==> src/rtl/draw_scheduler.sv <==
// Arbitrates the single framebuffer write port between player/enemy redraws and full-screen clears.
// Define DRAW_SCHED_PLAYER_PRIORITY_EN to let the player (requester 0) pre-empt the round-robin.
module draw_scheduler #(
  parameter int         NUM_ENEMIES   = 3,
  parameter logic [2:0] PLAYER_COLOUR = 3'b010,
  parameter logic [2:0] ENEMY_COLOUR  = 3'b100,
  parameter logic [2:0] BG_COLOUR     = 3'b000,
  localparam int        NR            = NUM_ENEMIES + 1
) (
  input  logic            clk,
  input  logic            reset,
  input  logic            enable,
  input  logic [NR-1:0]   move_req,
  input  logic [8*NR-1:0] req_x,
  input  logic [7*NR-1:0] req_y,
  input  logic [3*NR-1:0] req_w,
  input  logic            clear_req,
  output logic            busy,
  output logic [NR-1:0]   grant,
  output logic [7:0]      vga_x,
  output logic [6:0]      vga_y,
  output logic [2:0]      vga_colour,
  output logic            vga_plot
);

  localparam int         PW   = (NR > 1) ? $clog2(NR) : 1;
  localparam logic [PW:0] NR_W = (PW+1)'(NR);

`ifdef DRAW_SCHED_PLAYER_PRIORITY_EN
  localparam logic PLAYER_PRIO = 1'b1;
`else
  localparam logic PLAYER_PRIO = 1'b0;
`endif

  typedef enum logic [1:0] {IDLE = 2'd0, CLEAR = 2'd1, ERASE = 2'd2, DRAW = 2'd3} state_t;

  state_t          state_r;
  logic [NR-1:0]   pending_r;
  logic            clear_pending_r;
  logic [PW-1:0]   ptr_r;
  logic [PW-1:0]   sel_r;
  logic [7:0]      cur_x_r;
  logic [6:0]      cur_y_r;
  logic [2:0]      cur_w_r;
  logic [7:0]      old_x_r [NR];
  logic [6:0]      old_y_r [NR];
  logic [2:0]      old_w_r [NR];
  logic [NR-1:0]   old_valid_r;
  logic [7:0]      cx_r;
  logic [6:0]      cy_r;
  logic            done_r;

  logic            found_s;
  logic            hit_s;
  logic [PW-1:0]   idx_s;
  logic [PW:0]     rr_sum_s;
  logic [PW-1:0]   cand_s;
  logic [PW:0]     ptr_sum_s;
  logic [PW-1:0]   ptr_nxt_s;
  logic [7:0]      sel_x_s;
  logic [6:0]      sel_y_s;
  logic [2:0]      sel_w_s;
  logic            take_s;
  logic [NR-1:0]   onehot_s;
  logic [7:0]      base_x_s;
  logic [6:0]      base_y_s;
  logic [2:0]      sweep_w_s;
  logic [8:0]      px_x_s;
  logic [7:0]      px_y_s;
  logic            in_view_s;
  logic            last_col_s;
  logic            last_row_s;

  // Round-robin pick of the first pending requester at or after the pointer.
  always_comb begin
    found_s  = 1'b0;
    hit_s    = 1'b0;
    idx_s    = '0;
    rr_sum_s = '0;
    cand_s   = '0;
    for (int k = 0; k < NR; k++) begin
      rr_sum_s = {1'b0, ptr_r} + (PW+1)'(k);
      cand_s   = (rr_sum_s >= NR_W) ? PW'(rr_sum_s - NR_W) : rr_sum_s[PW-1:0];
      hit_s    = !found_s && pending_r[cand_s] && (!PLAYER_PRIO || (cand_s != '0));
      idx_s    = hit_s ? cand_s : idx_s;
      found_s  = found_s | hit_s;
    end
    idx_s   = (PLAYER_PRIO && pending_r[0]) ? '0 : idx_s;
    found_s = found_s | (PLAYER_PRIO && pending_r[0]);
  end

  // Coordinates of the chosen requester and the pointer value that follows it.
  always_comb begin
    sel_x_s = 8'd0;
    sel_y_s = 7'd0;
    sel_w_s = 3'd0;
    for (int k = 0; k < NR; k++) begin
      sel_x_s = (idx_s == PW'(k)) ? req_x[8*k +: 8] : sel_x_s;
      sel_y_s = (idx_s == PW'(k)) ? req_y[7*k +: 7] : sel_y_s;
      sel_w_s = (idx_s == PW'(k)) ? req_w[3*k +: 3] : sel_w_s;
    end
    ptr_sum_s = {1'b0, idx_s} + {{PW{1'b0}}, 1'b1};
    ptr_nxt_s = (ptr_sum_s >= NR_W) ? '0 : ptr_sum_s[PW-1:0];
    take_s    = (state_r == IDLE) && !clear_pending_r && enable && found_s;
    onehot_s  = {{(NR-1){1'b0}}, 1'b1} << idx_s;
  end

  // Current sweep pixel: base square plus in-square offset, widened so clipping sees overflow.
  always_comb begin
    case (state_r)
      ERASE: begin
        base_x_s  = old_x_r[sel_r];
        base_y_s  = old_y_r[sel_r];
        sweep_w_s = old_w_r[sel_r];
      end
      DRAW: begin
        base_x_s  = cur_x_r;
        base_y_s  = cur_y_r;
        sweep_w_s = cur_w_r;
      end
      default: begin
        base_x_s  = 8'd0;
        base_y_s  = 7'd0;
        sweep_w_s = 3'd0;
      end
    endcase
    px_x_s     = {1'b0, base_x_s} + {1'b0, cx_r};
    px_y_s     = {1'b0, base_y_s} + {1'b0, cy_r};
    in_view_s  = (px_x_s < 9'd160) && (px_y_s < 8'd120);
    last_col_s = (cx_r == {5'b00000, sweep_w_s - 3'd1});
    last_row_s = (cy_r == {4'b0000, sweep_w_s - 3'd1});
  end

  // Request capture, arbitration and the clear/erase/draw sweep engine.
  always_ff @(posedge clk or posedge reset) begin
    if (reset) begin
      state_r         <= IDLE;
      pending_r       <= '0;
      clear_pending_r <= 1'b0;
      ptr_r           <= '0;
      sel_r           <= '0;
      cur_x_r         <= 8'd0;
      cur_y_r         <= 7'd0;
      cur_w_r         <= 3'd0;
      old_valid_r     <= '0;
      cx_r            <= 8'd0;
      cy_r            <= 7'd0;
      done_r          <= 1'b0;
      for (int k = 0; k < NR; k++) begin
        old_x_r[k] <= 8'd0;
        old_y_r[k] <= 7'd0;
        old_w_r[k] <= 3'd0;
      end
      busy       <= 1'b0;
      grant      <= '0;
      vga_x      <= 8'd0;
      vga_y      <= 7'd0;
      vga_colour <= 3'd0;
      vga_plot   <= 1'b0;
    end else begin
      pending_r       <= (pending_r & ~(take_s ? onehot_s : '0)) | move_req;
      clear_pending_r <= clear_req | (clear_pending_r & (state_r != IDLE));
      case (state_r)
        IDLE: begin
          vga_plot <= 1'b0;
          cx_r     <= 8'd0;
          cy_r     <= 7'd0;
          done_r   <= 1'b0;
          if (clear_pending_r) begin
            state_r <= CLEAR;
            busy    <= 1'b1;
          end else if (take_s) begin
            sel_r   <= idx_s;
            cur_x_r <= sel_x_s;
            cur_y_r <= sel_y_s;
            cur_w_r <= sel_w_s;
            grant   <= onehot_s;
            ptr_r   <= ptr_nxt_s;
            busy    <= 1'b1;
            state_r <= (old_valid_r[idx_s] && (old_w_r[idx_s] != 3'd0)) ? ERASE : DRAW;
          end else begin
            busy <= 1'b0;
          end
        end
        CLEAR: begin
          if (done_r) begin
            state_r     <= IDLE;
            busy        <= 1'b0;
            vga_plot    <= 1'b0;
            old_valid_r <= '0;
            done_r      <= 1'b0;
          end else begin
            vga_x      <= cx_r;
            vga_y      <= cy_r;
            vga_colour <= BG_COLOUR;
            vga_plot   <= 1'b1;
            if (cx_r == 8'd159) begin
              cx_r <= 8'd0;
              if (cy_r == 7'd119) done_r <= 1'b1;
              else                cy_r   <= cy_r + 7'd1;
            end else begin
              cx_r <= cx_r + 8'd1;
            end
          end
        end
        ERASE: begin
          vga_x      <= px_x_s[7:0];
          vga_y      <= px_y_s[6:0];
          vga_colour <= BG_COLOUR;
          vga_plot   <= in_view_s;
          if (last_col_s) begin
            cx_r <= 8'd0;
            if (last_row_s) begin
              cy_r    <= 7'd0;
              state_r <= DRAW;
            end else begin
              cy_r <= cy_r + 7'd1;
            end
          end else begin
            cx_r <= cx_r + 8'd1;
          end
        end
        DRAW: begin
          if (done_r || (cur_w_r == 3'd0)) begin
            state_r              <= IDLE;
            busy                 <= 1'b0;
            grant                <= '0;
            vga_plot             <= 1'b0;
            done_r               <= 1'b0;
            old_x_r[sel_r]       <= cur_x_r;
            old_y_r[sel_r]       <= cur_y_r;
            old_w_r[sel_r]       <= cur_w_r;
            old_valid_r[sel_r]   <= 1'b1;
          end else begin
            vga_x      <= px_x_s[7:0];
            vga_y      <= px_y_s[6:0];
            vga_colour <= (sel_r == '0) ? PLAYER_COLOUR : ENEMY_COLOUR;
            vga_plot   <= in_view_s;
            if (last_col_s) begin
              cx_r <= 8'd0;
              if (last_row_s) done_r <= 1'b1;
              else            cy_r   <= cy_r + 7'd1;
            end else begin
              cx_r <= cx_r + 8'd1;
            end
          end
        end
        default: state_r <= IDLE;
      endcase
    end
  end

endmodule

==> config.mk <==
export PLATFORM = sky130hd
export DESIGN_NAME = draw_scheduler
export DESIGN_NICKNAME = d
export VERILOG_FILES = /design/src/rtl/draw_scheduler.sv
export SDC_FILE = /design/constraint.sdc
export NUM_CORES = 1
export LEC_CHECK = 0
export ABC_AREA = 1
export CELL_PAD_IN_SITES_DETAIL_PLACEMENT = 1
export CELL_PAD_IN_SITES_GLOBAL_PLACEMENT = 2
export CORE_MARGIN = 3
export CORE_UTILIZATION = 30
export DETAILED_ROUTE_END_ITERATION = 10
export PLACE_DENSITY_LB_ADDON = 0.12
export SYNTH_ARGS = -nofsm -noshare
export SYNTH_HDL_FRONTEND = slang
export SYNTH_SLANG_ARGS = --single-unit
==> constraint.sdc <==
create_clock -name clk -period 7.9 [get_ports clk]
set_clock_uncertainty 0.2 [all_clocks]
set_input_delay 1.185 -clock clk [delete_from_list [all_inputs] [get_ports clk]]
set_output_delay 1.185 -clock clk [all_outputs]
set_load 0.02 [all_outputs]
; ---- After elaboration in Yosys (flattened, before gate mapping)
; Cells that the tools add are included.
[totals]
memories = 0
wordCells = 245
ff_bits = 145
latchBits = 0
ramBits = 0
mem_bits_ro = 0
out_inout_bits = 24
input_bits = 80
[op_classes]
shifts = 1
bitwise_logic = 12
eq_ne = 25
n_reduce_logical = 35
n_lt_le_gt_ge = 17
div = 0
muxes = 112
addsub = 13
mul = 0
[op_table]
columns = operator, count
row1 = 7-bit 2-to-1 mux, 17
row2 = 8-bit 2-to-1 mux, 13
row3 = 3-bit 2-to-1 mux, 12
row4 = 32-bit bitwise mux, 1
row5 = 8-bit one-hot mux with 4 select lines, 1
row6 = 2-bit 2-to-1 mux, 15
row7 = 28-bit bitwise mux, 1
row8 = 7-bit one-hot mux with 4 select lines, 1
row9 = 4-bit 2-to-1 mux, 6
row10 = 2-bit inequality test (second input constant), 12
row11 = 8-bit one-hot mux with 3 select lines, 1
row12 = 7-bit one-hot mux with 3 select lines, 1
row13 = 1-bit 2-to-1 mux, 19
row14 = 3-bit greater-or-equal comparator (second input constant), 6
row15 = 2-bit by 3-bit < comparator with 1-bit output (second input constant), 6
row16 = 8-bit binary-select mux with 2-bit select, 1
row17 = 8-bit demux with 2-bit select, 1
row18 = 4-bit one-hot mux with 2 select lines, 2
row19 = 8-bit one-hot mux with 2 select lines, 1
row20 = 3-bit AND reduction, 5
row21 = 7-bit binary-select mux with 2-bit select, 1
row22 = 7-bit demux with 2-bit select, 1
row23 = 7-bit one-hot mux with 2 select lines, 1
row24 = 3-bit binary-select mux with 2-bit select, 2
row25 = 48 further kinds, 88

; ---- Logic depth before layout (Yosys ltp)
[logic_depth]
word_depth = 23
ltp_mapped = 22
depth_no_buf = 21

; ---- Worst setup path before layout
; OpenSTA, ideal clock, no wires.
[synth_path]
kind = reg-to-reg
startpoint = register sel_r[1]
endpoint = register vga_plot
setup_ns = 0.120
path_buffers = 2
path_slack_ns = 4.864
period_less_slack_ns = 3.036
arrival_ns = 2.716
required_time_ns = 7.580
path_stages_with_launch = 21
path_cell_list = dfrtp_1 > buf_2 > nor2_1 > clkbuf_1 > nand2_1 > nand4_1 > nand2_1 > o21ai_0 > ha_1 > inv_1 > fa_1 > nand3b_1 > nand2_1 > nand2_1 > nand2_1 > a21oi_1 > xor2_1 > nand2_1 > nand2_1 > nand3_1 > nand2_1
[synth_via]
elab_chain_cells = 10
elab_cells_between_ends = 16
cone_classes = 2 x add/sub / 2 x order compare / 10 x mux / 1 x bitwise / 1 x reduce/logical
[synth_lines]
columns = item, line_no
row1 = "start, declared", 41  ; logic [PW-1:0] sel_r;
row2 = "start signal, assigned", 173  ; sel_r <= idx_s;
row3 = 2-bit NOT with 3-bit output (not written as such) *, "112, 113"
row4 = 8-bit binary-select mux with 2-bit select or 7-bit binary-select mux with 2-bit select (tied branches), "112, 113"
row5 = 8-bit 2-to-1 mux (not written as such) or 7-bit 2-to-1 mux (tied branches) (2 in series), "112, 113"
row6 = 8-bit one-hot mux with 2 select lines or 7-bit one-hot mux with 2 select lines (tied branches), 110  ; case (state_r)
row7 = 8-bit by 8-bit adder with 9-bit output or 7-bit by 7-bit adder with 8-bit output (tied branches), "127, 128"
row8 = 9-bit by 8-bit < comparator with 1-bit output or 8-bit by 7-bit < comparator with 1-bit output (tied branches), 129  ; in_view_s = (px_x_s < 9'd160) && (px_y_s < 8'd120);
row9 = 1-bit logical AND *, 129
row10 = 1-bit 2-to-1 mux, 224  ; if (done_r || (cur_w_r == 3'd0)) begin
row11 = 1-bit one-hot mux with 4 select lines *, 163  ; case (state_r)
row12 = "end signal, assigned", 210  ; vga_plot <= in_view_s;
row13 = "end signal, assigned", 238  ; vga_plot <= in_view_s;
row14 = "end, declared", 23  ; output logic vga_plot
; Mark *: on every way between the ends. The rest lies on a longest branch, timed or not. The select of a mux whose other input is x is not followed.
; A chain may end at the register's enable or synchronous reset.

==> results.yml <==
outcome:
  status: "finished, final reports clean"
timing:
  layout_min_cycle_time_ns: 4.02
  tns_ns: 0
  setup_viol: 0
  worst_pin_slew_ns: 0.864
  finalCritPeriodShare: 0.509
  slew_viol_final: 0
  fmax_ghz: 0.249
  finalHoldViolCount: 0
  rsz0062_at_grt: "no"
  max_slew_margin: 0.423
floorplanning:
  die_h_um: 173
  start_util: 0.307
  io_pins: 104
  die_area_mm2: 0.0298
  die_w_um: 173
  row_count: 60
  core_mm2: 0.0271
synthesis:
  seq_area_frac_synth: 0.433
  yosysTopAreaCell: "dfrtp_1"
  synth_cell_type_count: 51
  yosysTopAreaCellShare: 0.433
  yosys-top-cells-count: "nand2_1 (359), dfrtp_1 (144), o21ai_0 (124)"
  synth_area_leaders: "dfrtp_1 (43%), nand2_1 (16%), o21ai_0 (7.5%)"
  async_reset_ff_frac: 1.00
  synth_most_common_cell: "nand2_1"
  synth_edf_count: 0
  syn_inst: 1085
  synth_flop_cell: "dfrtp_1"
  syn_nets: 1189
  avgSynthCellArea_um2: 7.68
  ys_warn_count: 0
  ys_ff_latch: 144
  syn_area_mm2: 0.00833
worst_setup_path:
  crit_fanout: 19
  critPathCaptureType: "flip-flop"
  crit_required_ns: 8.02
  worstSetupPathType: "flip-flop to flip-flop"
  worst_setup_path_start_kind: "flip-flop"
  crit_arrival_ns: 4.15
global_route:
  antenna_found_initial: 0
  grt_pass1_wl_um: 43500
  globalRouteOverflowTotal: 0
  grt_max_degree: 86
  grt_pass1_vias: 7882
  grt_usage: 0.180
cells_and_area:
  nFillCells: 3300
  area_growth_pct: 22.6
  diodes: 0
  drive_above_1_share: 0.0922
  final_util: 0.377
  nNetsFinal: 1273
route:
  drc: 0
  initialDrtViolationCount: 327
  dr.pass1.iters: 4
  finalWirelength_um: 26000
  viasPerCell: 4.84
  num_vias: 7521
  wl_per_cell_um: 16.8
  antenna_left: 0
flow_run:
  cap_violations: 0
power:
  leakagePower_nw: 4.73
  power_frac_comb: 0.041
  p_clk_frac: 0.494
  p_seq_frac: 0.465
  ir_drop_mv: 0.139
  power.internal_mw: 1.20
  swShare: 0.246
  p_per_area_mw_per_mm2: 155
  p_switching_mw: 0.390
cts:
  clk_path_buf_depth: 2
  clock_latency_ns: 0.44
  path_clk_slew_ns: 0.07
  htree_levels: 4
  post_cts.repair.setup_buffers: 0
  cts_hold_buf: 0
  post_cts_resized: 0
  clock_sinks: 144
  clockRootBuffer: "clkbuf_16"
  cts_tree: "done"
  numCtsBuffers: 17
placed_design:
  gp_congestion: 0.779
  port_buffers: 102
  place_hpwl_um: 18800
hold_path:
  hold_path_class: "flip-flop to flip-flop"
[stage by stage]
step	instance area, um2	setup slack [ns]	cells	hold slack [ns]	total power [mW]
after floorplan	8330	2.65	1085	0.249	0.771
after global placement	9650	3.71	1522	0.257	0.819
after detailed placement	9650	3.86	1522	0.267	0.819
after CTS	10200	3.81	1554	0.280	1.62
after global routing	10200	3.32	1554	0.297	1.65
final	10200	3.88	1554	0.276	1.59
[power by group through the flow]
stage                     Sequential (mW)  Combinational [mW]  Clock, mW
after global routing                0.737              0.0741      0.839
final                               0.737              0.0656      0.784
after CTS                           0.737              0.0677      0.811
after detailed placement            0.751              0.0676          0
after floorplan                     0.751              0.0202          0
after global placement              0.751              0.0675          0
[per-layer routing]
layer,GRT usage,vias up,wire length (um)
met3,0.0380,22,1060
met4,0.0453,0,258
met1,0.249,3620,12900
met2,0.288,127,11800
met5,0,-,0
li1,-,3752,-
[final timing paths]
check	from	endpoint	slack, ns	cells after the start
worst max-delay path	flip-flop	cur_x_r[3]$_DFFE_PP0P_	3.88	18
worst min-delay path	cur_y_r[2]$_DFFE_PP0P_	old_y_r[2]$_DFFE_PP0P_	0.28	2
worst max register to register	flip-flop	cur_x_r[3]$_DFFE_PP0P_	3.88	18
worst min register to register	cur_y_r[2]$_DFFE_PP0P_	old_y_r[2]$_DFFE_PP0P_	0.28	2
max in group asynchronous	reset	old_y_r[7]$_DFFE_PP0P_	5.07	3
min in group asynchronous	reset	cy_r[6]$_DFFE_PP0P_	1.11	2
[kinds of logic (layout without fill, tap and decap cells)]
family,after synthesis,in the layout,share of synthesized area
AOI/OAI and AO/OA,247,247,0.182
xor gates and xnor gates,12,12,0.0126
adders and majority gates,24,24,0.0379
buffers and inverters,133,230,0.0695
DFF,144,144,0.433
other,1,1,0.000450
and+or+nand+nor,524,524,0.265
[worst max-delay path: stages, from the launching register on]
cell	delay, ns
dfrtp_1	0.57
inv_4	0.13
nand2_2	0.09
nand2_1	0.05
nand2_1	0.10
nand2_1	0.10
inv_1	0.13
nand3_2	0.09
nor2_1	0.17
inv_1	0.06
nand2_1	0.15
ha_1	0.68
clkinv_1	0.69
nand3_1	0.23
nand2_1	0.07
o21ai_0	0.07
nand2_1	0.08
o211ai_1	0.16
o21ai_2	0.08
[final cells by class]
class / instances / area (um2) / area share
Clock buffer: 18 / 439 / 0.0430
Multi-Input combinational cell: 808 / 4150 / 0.407
Tap cell: 372 / 465 / 0.0456
Clock inverter: 14 / 125 / 0.0123
Timing Repair Buffer: 110 / 1080 / 0.106
Sequential cell: 144 / 3600 / 0.353
Inverter: 88 / 344 / 0.0337
[flip-flops by register name, summed over array words and instances (netlist names), named ones only]
register         count
sel_r                2
vga_y                7
cur_w_r              3
vga_plot             1
cy_r                 7
cur_y_r              7
old_y_r             28
cur_x_r              8
ptr_r                1
vga_x                8
vga_colour           2
cx_r                 8
done_r               1
grant                4
old_valid_r          4
old_w_r             12
clear_pending_r      1
state_r              2
pending_r            4
busy                 1
old_x_r             32
[placed cells by master (no fill, tap or decap), types with 3 or more instances in the layout]
cell type,count
clkdlybuf4s50_1,102
dfrtp_1,144
nand2_1,359
inv_6,7
buf_4,8
ha_1,22
o21ai_0,124
o211ai_1,7
o21ai_2,19
xor2_1,10
nand2_2,9
o221ai_1,3
a31oi_1,6
o21a_1,16
a31o_2,4
nor3_1,9
o21bai_1,4
nor2_1,46
inv_1,77
nand4_1,22
clkbuf_16,17
nand3_2,4
inv_2,6
nor2_2,7
nand3_1,59
a21oi_1,44
o211ai_2,11
clkinv_2,3
No activity file was read; power rests on OpenSTA's default activity.
